<file path="src/rtl/if_pc_ctrl_pkg.sv">
// Shared core defines: RV32 opcode/func3 constants plus the fetch-controller
// state encoding and the NOP word loaded into IF/ID at reset.
package if_pc_ctrl_pkg;

    localparam int XLEN = 32;

    localparam logic [6:0] OP_LUI    = 7'b0110111;
    localparam logic [6:0] OP_AUIPC  = 7'b0010111;
    localparam logic [6:0] OP_JAL    = 7'b1101111;
    localparam logic [6:0] OP_JALR   = 7'b1100111;
    localparam logic [6:0] OP_BRANCH = 7'b1100011;
    localparam logic [6:0] OP_LOAD   = 7'b0000011;
    localparam logic [6:0] OP_STORE  = 7'b0100011;
    localparam logic [6:0] OP_IMM    = 7'b0010011;
    localparam logic [6:0] OP_REG    = 7'b0110011;

    localparam logic [2:0] F3_BEQ  = 3'b000;
    localparam logic [2:0] F3_BNE  = 3'b001;
    localparam logic [2:0] F3_BLT  = 3'b100;
    localparam logic [2:0] F3_BGE  = 3'b101;
    localparam logic [2:0] F3_BLTU = 3'b110;
    localparam logic [2:0] F3_BGEU = 3'b111;

    // addi x0, x0, 0
    localparam logic [XLEN-1:0] NOP_INSTR = 32'h0000_0013;

    typedef enum logic [1:0] {
        ST_REQ  = 2'd0,
        ST_WAIT = 2'd1,
        ST_HOLD = 2'd2
    } fetch_state_e;

endpackage

</file>
<file path="src/rtl/if_pc_ctrl_if.sv">
// Instruction-memory request/response channel between the fetch controller
// (master) and the instruction memory (slave).
interface if_pc_ctrl_if;
    import if_pc_ctrl_pkg::*;

    logic            imem_req_valid;
    logic [XLEN-1:0] imem_req_addr;
    logic            imem_req_ready;
    logic            imem_rsp_valid;
    logic [XLEN-1:0] imem_rsp_data;

    modport master (
        output imem_req_valid,
        output imem_req_addr,
        input  imem_req_ready,
        input  imem_rsp_valid,
        input  imem_rsp_data
    );

    modport slave (
        input  imem_req_valid,
        input  imem_req_addr,
        output imem_req_ready,
        output imem_rsp_valid,
        output imem_rsp_data
    );
endinterface

</file>
<file path="src/rtl/if_pc_ctrl.sv">
// Fetch-stage PC controller: single-outstanding imem requests, IF/ID register,
// stall hold buffer and execute-stage redirect with stale-response discard.
module if_pc_ctrl
    import if_pc_ctrl_pkg::*;
#(
    parameter logic [31:0] RESET_PC = 32'h0000_0000
) (
    input  logic              clk,
    input  logic              rst,
    input  logic              stall,
    input  logic              modify_pc,
    input  logic [XLEN-1:0]   update_pc,
    if_pc_ctrl_if.master      imem,
    output logic              if_valid,
    output logic [XLEN-1:0]   if_pc,
    output logic [XLEN-1:0]   if_instr,
    output logic              flush_ifid,
    output logic              flush_idex,
    output logic              misaligned
);

    function automatic logic [XLEN-1:0] pc_plus4(input logic [XLEN-1:0] pc);
        return pc + 32'd4;
    endfunction

    fetch_state_e    state_p0, state_n;
    logic [XLEN-1:0] pc_p0;
    logic [XLEN-1:0] hold_buf_p0;
    logic            discard_p0, discard_n;
    logic            load_rsp, load_buf, capture, advance;
    logic            req_fire;

    assign imem.imem_req_valid = (state_p0 == ST_REQ) && !stall && !modify_pc && !rst;
    assign imem.imem_req_addr  = pc_p0;
    assign req_fire            = imem.imem_req_valid && imem.imem_req_ready;
    assign flush_ifid          = modify_pc;
    assign flush_idex          = modify_pc;

    always_comb begin
        state_n   = state_p0;
        discard_n = discard_p0;
        load_rsp  = 1'b0;
        load_buf  = 1'b0;
        capture   = 1'b0;
        advance   = 1'b0;
        unique case (state_p0)
            ST_REQ: begin
                if (req_fire) state_n = ST_WAIT;
            end
            ST_WAIT: begin
                if (imem.imem_rsp_valid) begin
                    // Any response paired with a redirect or a pending discard is stale.
                    if (modify_pc || discard_p0) begin
                        discard_n = 1'b0;
                        state_n   = ST_REQ;
                    end else if (stall) begin
                        capture = 1'b1;
                        state_n = ST_HOLD;
                    end else begin
                        load_rsp = 1'b1;
                        advance  = 1'b1;
                        state_n  = ST_REQ;
                    end
                end else if (modify_pc) begin
                    discard_n = 1'b1;
                end
            end
            ST_HOLD: begin
                if (modify_pc) begin
                    state_n = ST_REQ;
                end else if (!stall) begin
                    load_buf = 1'b1;
                    advance  = 1'b1;
                    state_n  = ST_REQ;
                end
            end
            default: state_n = ST_REQ;
        endcase
    end

    // ---- p0: fetch control state, PC and hold buffer ----
    always_ff @(posedge clk) begin
        if (rst) begin
            state_p0    <= ST_REQ;
            // A request abandoned by reset may still answer; drop that reply.
            discard_p0  <= (state_p0 == ST_WAIT);
            pc_p0       <= RESET_PC;
            hold_buf_p0 <= '0;
            misaligned  <= 1'b0;
        end else begin
            state_p0   <= state_n;
            discard_p0 <= discard_n;
            misaligned <= modify_pc && (update_pc[1:0] != 2'b00);
            if (modify_pc)    pc_p0 <= {update_pc[31:2], 2'b00};
            else if (advance) pc_p0 <= pc_plus4(pc_p0);
            if (capture)      hold_buf_p0 <= imem.imem_rsp_data;
        end
    end

    // ---- IF/ID output register ----
    always_ff @(posedge clk) begin
        if (rst) begin
            if_valid <= 1'b0;
            if_pc    <= '0;
            if_instr <= NOP_INSTR;
        end else if (modify_pc) begin
            if_valid <= 1'b0;
        end else if (!stall) begin
            if_valid <= load_rsp || load_buf;
            if (load_rsp) begin
                if_pc    <= pc_p0;
                if_instr <= imem.imem_rsp_data;
            end else if (load_buf) begin
                if_pc    <= pc_p0;
                if_instr <= hold_buf_p0;
            end
        end
    end

endmodule

</file>
<file path="src/flat_wrapper.sv">
// flat-port wrapper written by rule: the top's interface ports become plain ports
module if_pc_ctrl_flat import if_pc_ctrl_pkg::*;
#(
    parameter logic [31:0] RESET_PC = 32'h0000_0000
)
  (clk, rst, stall, modify_pc, update_pc, if_valid, if_pc, if_instr, flush_ifid, flush_idex, misaligned, imem_imem_req_valid, imem_imem_req_addr, imem_imem_req_ready, imem_imem_rsp_valid, imem_imem_rsp_data);
  if_pc_ctrl_if imem_i ();
  input  logic clk;
  input  logic rst;
  input  logic stall;
  input  logic modify_pc;
  input  logic [XLEN-1:0] update_pc;
  output logic if_valid;
  output logic [XLEN-1:0] if_pc;
  output logic [XLEN-1:0] if_instr;
  output logic flush_ifid;
  output logic flush_idex;
  output logic misaligned;
  output wire logic [$bits(imem_i.imem_req_valid)-1:0] imem_imem_req_valid;
  output wire logic [$bits(imem_i.imem_req_addr)-1:0] imem_imem_req_addr;
  input wire logic [$bits(imem_i.imem_req_ready)-1:0] imem_imem_req_ready;
  input wire logic [$bits(imem_i.imem_rsp_valid)-1:0] imem_imem_rsp_valid;
  input wire logic [$bits(imem_i.imem_rsp_data)-1:0] imem_imem_rsp_data;
  assign imem_imem_req_valid = imem_i.imem_req_valid;
  assign imem_imem_req_addr = imem_i.imem_req_addr;
  assign imem_i.imem_req_ready = imem_imem_req_ready;
  assign imem_i.imem_rsp_valid = imem_imem_rsp_valid;
  assign imem_i.imem_rsp_data = imem_imem_rsp_data;
  if_pc_ctrl #(.RESET_PC(RESET_PC)) u_core (.clk(clk), .rst(rst), .stall(stall), .modify_pc(modify_pc), .update_pc(update_pc), .imem(imem_i), .if_valid(if_valid), .if_pc(if_pc), .if_instr(if_instr), .flush_ifid(flush_ifid), .flush_idex(flush_idex), .misaligned(misaligned));
endmodule
</file>
<file path="config.mk">
export PLATFORM = sky130hd
export DESIGN_NAME = if_pc_ctrl_flat
export DESIGN_NICKNAME = d
export VERILOG_FILES = /design/src/rtl/if_pc_ctrl_pkg.sv /design/src/rtl/if_pc_ctrl_if.sv /design/src/rtl/if_pc_ctrl.sv /design/src/flat_wrapper.sv
export SDC_FILE = /design/constraint.sdc
export NUM_CORES = 1
export LEC_CHECK = 0
export ABC_CLOCK_PERIOD_IN_PS = 2200
export CAP_MARGIN = 10
export CELL_PAD_IN_SITES_DETAIL_PLACEMENT = 2
export CELL_PAD_IN_SITES_GLOBAL_PLACEMENT = 2
export CORE_MARGIN = 4
export CORE_UTILIZATION = 26
export CTS_CLUSTER_DIAMETER = 120
export DETAILED_ROUTE_END_ITERATION = 10
export PLACE_DENSITY_LB_ADDON = 0.1
export SYNTH_ARGS = -nofsm -noshare
export SYNTH_HDL_FRONTEND = slang
export SYNTH_SLANG_ARGS = --single-unit
</file>
<file path="constraint.sdc">
create_clock -name clk -period 2.2 [get_ports clk]
set_input_delay 0.33 -clock clk [delete_from_list [all_inputs] [get_ports clk]]
set_output_delay 0.33 -clock clk [all_outputs]
set_load 0.02 [all_outputs]
</file>
==> results of run 1 <==
[through the flow]
stage / setup WS, ps / std cells / utilization
6_report: 126 / 1174 / 0.400
5_1_grt: 2.62 / 1174 / 0.400
4_1_cts: 46.3 / 1174 / 0.399
3_5_place_dp: -314 / 1143 / 0.370
3_3_place_gp: -125 / 1143 / 0.370
2_1_floorplan: 234 / 722 / -
[per-layer routing]
| metal | global-route usage | vias to the layer above | share of wire |
|---|---|---|---|
| met5 | 0 | - | 0 |
| met4 | 0.0405 | 0 | 0.0063 |
| met3 | 0.0401 | 7 | 0.041 |
| met2 | 0.328 | 127 | 0.51 |
| met1 | 0.223 | 2987 | 0.44 |
| li1 | - | 2839 | - |
[logic make-up after synthesis]
group,count (synthesis)
AND/OR/NAND/NOR,321
AO/OA/AOI/OAI,174
flip-flops,129
buffers and inverters,78
XOR/XNOR,10
adder cells (fa/ha/maj),5
other,1
multiplexers,1
[how the worst min path moves through the flow]
stage,from,endpoint,slack (ps)
floorplan,u_core.hold_buf_p0[0],u_core.hold_buf_p0[0],440
global placement,u_core.hold_buf_p0[16],u_core.hold_buf_p0[16],440
detailed placement,u_core.hold_buf_p0[28],u_core.hold_buf_p0[28],450
CTS,u_core.hold_buf_p0[28],u_core.hold_buf_p0[28],460
global route,u_core.if_instr[1],u_core.if_instr[1],480
finish,u_core.if_pc[28],u_core.if_pc[28],450
[critical path, cell delays in order, from the launching register on]
cell and delay [ps]:
dfxtp_1 370, inv_1 100, ha_1 280, nor3b_2 260
o21a_1 170, buf_4 170, nor2_1 70, buf_4 160
a221oi_1 240, nor2_1 80
[flip-flops by register name, summed over array words and instances, names as in the netlist]
signal	flops
u_core.hold_buf_p0	32
u_core.if_instr	32
u_core.if_pc	30
u_core.imem.imem_req_addr	30
u_core.state_p0	2
u_core.discard_p0	1
u_core.if_valid	1
u_core.misaligned	1
[synthesized netlist by cell type, drive strengths merged, types with 2 or more instances]
master   number  area [sq um]
nor3b         2          20.0
nor3          6          45.0
nor2b         2          12.5
nand2       170           638
a2111oi       2          17.5
nand4b        2          17.5
dfxtp       128          2560
and2          5          31.3
a31oi        10          62.6
a211o         3          26.3
o22ai         3          18.8
a32oi         2          17.5
clkbuf       38           143
xor2          8          70.1
a221oi        3          26.3
nor2         62           243
xnor2         2          17.5
a21oi        80           400
o21a          7          52.6
nand4        15           100
o21ai        13          72.6
inv          13          48.8
a211oi        9          77.6
nand3        43           238
and3          5          31.3
nand2b        2          12.5
ha            5          62.6
buf          27           156
a311oi       35           307
[where the power goes]
group / leakage, nW / switching (mW) / internal (mW)
clock network: 0.302 / 1.06 / 1.93
logic: 1.47 / 0.392 / 0.347
registers: 1.05 / 0.0688 / 2.41
total: 2.82 / 1.52 / 4.68
[final cells by class]
cell class                      instances  area [sq um]  share of cell area
Sequential cell                       129          2590               0.304
Inverter                               13          48.8             0.00572
Clock buffer                           23           498              0.0583
Timing Repair Buffer                  211          2100               0.245
Multi-Input combinational cell        515          2830               0.332
Tap cell                              275           344              0.0403
Clock inverter                          8           125              0.0147
==> results.toml, run 1 <==
[run_status]
status = "completed"

[sta]
tightest_slew_ps = 649
fin_crit_ps = 2070
clock.fmax_ghz = 0.482
finalClockSkew_ps = 8.77
grt_setup_unrepaired = "no"
slew_headroom = 0.567
finalMaxSlewViolations = 0
setup_tns_ps = 0
period_share = 0.943
hold_slack_ps = 455
finalSetupViolCount = 0
hold_viol = 0

[route]
wl_per_cell_um = 19.3
wirelength_um = 22600
drc_errors = 0
drt_iter0_markers = 149
vias = 5960
final_antenna_net_count = 0
viasPerCell = 5.08
firstDrtPassIters = 4

[clock_network]
cts_resized = 1
cts_tree = "yes"
clk_latency_ps = 410
cts_setup_buffers = 0
numCtsBuffers = 17
cts_hold_buf = 0
htree_levels = 4
cts.sink_count = 129
clk_pin_slew_worst_paths_ps = 60
ctsLongestPathBuffers = 2
cts-root-buf = "clkbuf_16"

[worst_setup_path]
r2r_slack_ps = 130
worst_ep_arrival_time_ps = 2330
r2r_cells = 9
reg2reg_to = "u_core.imem.imem_req_addr[2]"
r2r_start = "u_core.state_p0[0]"
critical_path_class = "flip-flop to flip-flop"
path_max_fanout = 10
cp-start-kind = "flip-flop"
crit_end = "u_core.imem.imem_req_addr[2]"
cp-startpoint = "u_core.state_p0[0]"
required_ps = 2460
end_kind = "flip-flop"

[global_route]
grt.overflow.total = 0
antenna_found_initial = 0
grt_pass1_vias = 6558
grt_util_all_layers = 0.182
grt_pass1_wl_um = 35700
grt_max_degree = 130

[cells_and_area]
nNetsFinal = 962
synthToLayoutAreaGrowth_pct = 49.3
drive_gt1_frac = 0.110
design_area_sq_um = 8540
final_common_cell = "nand2_1"
fillCellCount = 2388
final_cell_mix = "nand2_1 (169), clkdlybuf4s50_1 (164), dfxtp_1 (128), a21oi_1 (79), nor2_1 (60)"
diodes = 0

[min_path]
min_path_cells = 2
hp-class = "flip-flop to flip-flop"

[logic_synthesis]
ys_seq_elements = 129
synth_compound_area_frac = 0.200
synth_cells = 719
yosysSeqAreaShare = 0.453
syn_area_per_cell_sq_um = 7.95
synth_top_family_by_area = "simple AND/OR/NAND/NOR gates"
synth_ff_type = "dfxtp_1"
synth_xor_area_frac = 0.0153
synth-edff-count = 1
syn_area_sq_um = 5720
synthMuxAreaShare = 0.00175
synth-adder-area-share = 0.0109
synth-async-reset-ratio = 0
synth.distinct_cells = 58
synth-simple-area-share = 0.257
synth_warnings = 0

[place]
io_buffers = 166
placed_area_sq_um = 7890
dp_hpwl_um = 16300
gp_congestion = 0.778

[pwr]
p_leak_nw = 2.82
power_mw = 6.21
peakVddDrop_mv = 0.393
p_per_area_nw_per_um2 = 727

[die]
core_area_sq_um = 21400
die-area_sq_um = 24400
start_util = 0.268
die_w_um = 156
pin_count = 171
row_count = 53
die-height_um = 156

[run]
cap_violations = 0
No activity file was read; power rests on OpenSTA's default activity.
==> run 2: changes to the inputs <==
ABC_CLOCK_PERIOD_IN_PS = 1900   (was 2200)
CORE_UTILIZATION = 24   (was 26)
clock period = 1.9 ns   (was 2.2 ns; I/O delays follow)
==> run 2 against run 1 <==
The flow now finishes with violations (negative setup slack). Sequential cell count did not move. Sequential share of layout area fell by 2.5 points. Register-to-register slack lost 170 ps. Routed wire length is 11% higher. Clock skew up 1.3 ps. Cell count grew 7.6%. Total power grew 20%. Critical path depth stayed put. Critical endpoint is now u_core.imem.imem_req_addr[21]. Global-route usage rose by 0.13 points. Setup slack worse by 170 ps.
==> results.toml, run 2 (synthesis results as in run 1) <==
[sta]
fin_crit_ps = 1940
slew_headroom = 0.572
setup_ws_ps = -42.7
setup_tns_ps = -172
finalMaxSlewViolations = 0
hold_viol = 0
finalClockSkew_ps = 10.0
finalSetupViolCount = 10
grt_setup_unrepaired = "yes"
tightest_slew_ps = 642
period_share = 1.02
clock.fmax_ghz = 0.515

[worst_setup_path]
r2r_cells = 9
required_ps = 2250
path_common_cell = "buf_12"
critical_path_class = "flip-flop to flip-flop"
critPathBufInv = 4
worst_ep_arrival_time_ps = 2290
end_kind = "flip-flop"
slowest_stage = "dfxtp_4"
slowest_delay_ps = 380
path_max_fanout = 13
path_cells = "inv_4 > ha_4 > nor3b_4 > buf_4 > o21ai_4 > buf_12 > buf_12 > or3_1 > a31oi_1"
cp-start-kind = "flip-flop"
cp.depth = 9
path_delay_family = "simple AND/OR/NAND/NOR gates"

[global_route]
grt_util_all_layers = 0.184
grt_max_degree = 130
antenna_found_initial = 1
grt_pass1_vias = 6872
grt.overflow.total = 0
grt_pass1_wl_um = 38500

[pwr]
switching_share = 0.259
power_mw = 7.45
clkPwrFrac = 0.478
p_leak_nw = 3.29
p_per_area_nw_per_um2 = 797
p_switching_mw = 1.93
p_comb_frac = 0.137
p_int_mw = 5.52
power_frac_seq = 0.385
peakVddDrop_mv = 0.427

[route]
viasPerCell = 4.92
wl_per_cell_um = 20.0
drc_errors = 0
drt_iter0_markers = 213
final_antenna_net_count = 0
firstDrtPassIters = 4
vias = 6208
wirelength_um = 25200

[die]
die_w_um = 162
die-height_um = 162
die-area_sq_um = 26400
start_util = 0.244
pin_count = 171
core_area_sq_um = 23500
row_count = 56

[cells_and_area]
nNetsFinal = 1007
largestRegisters = "u_core.hold_buf_p0 (32), u_core.if_instr (32)"
fillCellCount = 2569
synthToLayoutAreaGrowth_pct = 63.4
final_util = 0.398
final_cell_mix = "nand2_1 (168), clkdlybuf4s50_1 (153), dfxtp_1 (124), a21oi_1 (78), buf_4 (65)"
diodes = 0
drive_gt1_frac = 0.190
final_common_cell = "nand2_1"

[min_path]
hp-class = "input pin to flip-flop"
min_path_cells = 3

[clock_network]
clk_pin_slew_worst_paths_ps = 60
clk_latency_ps = 420
cts_tree = "yes"
htree_levels = 4
cts.sink_count = 129
ctsLongestPathBuffers = 2
numCtsBuffers = 17
cts-root-buf = "clkbuf_16"

[run]
cap_violations = 0

[run_status]
status = "complete, but fails checks"
violations = "negative setup slack"

[place]
gp_congestion = 0.784
io_buffers = 166
dp_hpwl_um = 16700
==> run 2: changes by cell type in the layout (fill, tap and decap cells not counted), sizes merged <==
cell           delta
clkinv            +2
bufbuf            +2
clkinvlp          +2
clkdlybuf4s50    -11
bufinv            +1
dlymetal6s2s      +7
dlygate4sd2       +3
clkbuf            -2
buf              +41
==> run 2: through the flow <==
stage	instances	hold slack (ps)	cell area [sq um]	worst slack, ps
final	1263	424	9340	-42.7
after global routing	1263	421	9340	-128
after CTS	1249	435	8970	-88.0
after detailed placement	1208	453	8100	-476
after global placement	1208	442	8100	-495
after floorplan	722	421	5730	31.4
==> run 2: tightest hold or removal path, stage by stage <==
cell and delay [ps]:
dlymetal6s2s_1 240, a21oi_1 210, nor3_1 60
==> run 2: layout make-up <==
cell class                 count  area, sq um  area share
tap                          319          399      0.0427
clock buffer                  18          439      0.0470
sequential                   129         2600       0.278
timing repair buffer         256         2620       0.281
clock inverter                13          186      0.0200
inverter                      13         53.8     0.00576
multi-input combinational    515         3040       0.326
==> run 2: path summary, 6_finish.rpt <==
path	startpoint	end	slack [ps]
setup reg to reg	u_core.state_p0[0]	u_core.imem.imem_req_addr[21]	-40
hold / removal	stall	u_core.if_valid	420
setup / recovery	u_core.state_p0[0]	u_core.imem.imem_req_addr[21]	-40
hold reg to reg	u_core.hold_buf_p0[15]	u_core.hold_buf_p0[15]	460
==> run 2: routing by layer <==
metal / track usage / vias up / wire (um)
met5: 0 / - / 18
li1: - / 2935 / -
met1: 0.227 / 3105 / 11100
met2: 0.326 / 149 / 12800
met4: 0.0458 / 2 / 291
met3: 0.0400 / 17 / 1090
==> run 2: power groups by stage <==
stage          Clock [mW]  Sequential (mW)  Combinational (mW)
4_1_cts              3.64             2.86               0.974
5_1_grt              3.75             2.87                1.10
3_5_place_dp            0             2.92               0.918
3_3_place_gp            0             2.91               0.895
2_1_floorplan           0             2.99               0.314
6_report             3.56             2.87                1.02
==> run 2: repair_timing <==
item	CTS	global route
cloned	2	2
buffers inserted	9	14
endpoints found under the setup margin	128	88
hold buffers	0	0
hold endpoints to repair	0	0
resized for setup	35	51
pin swaps	13	28
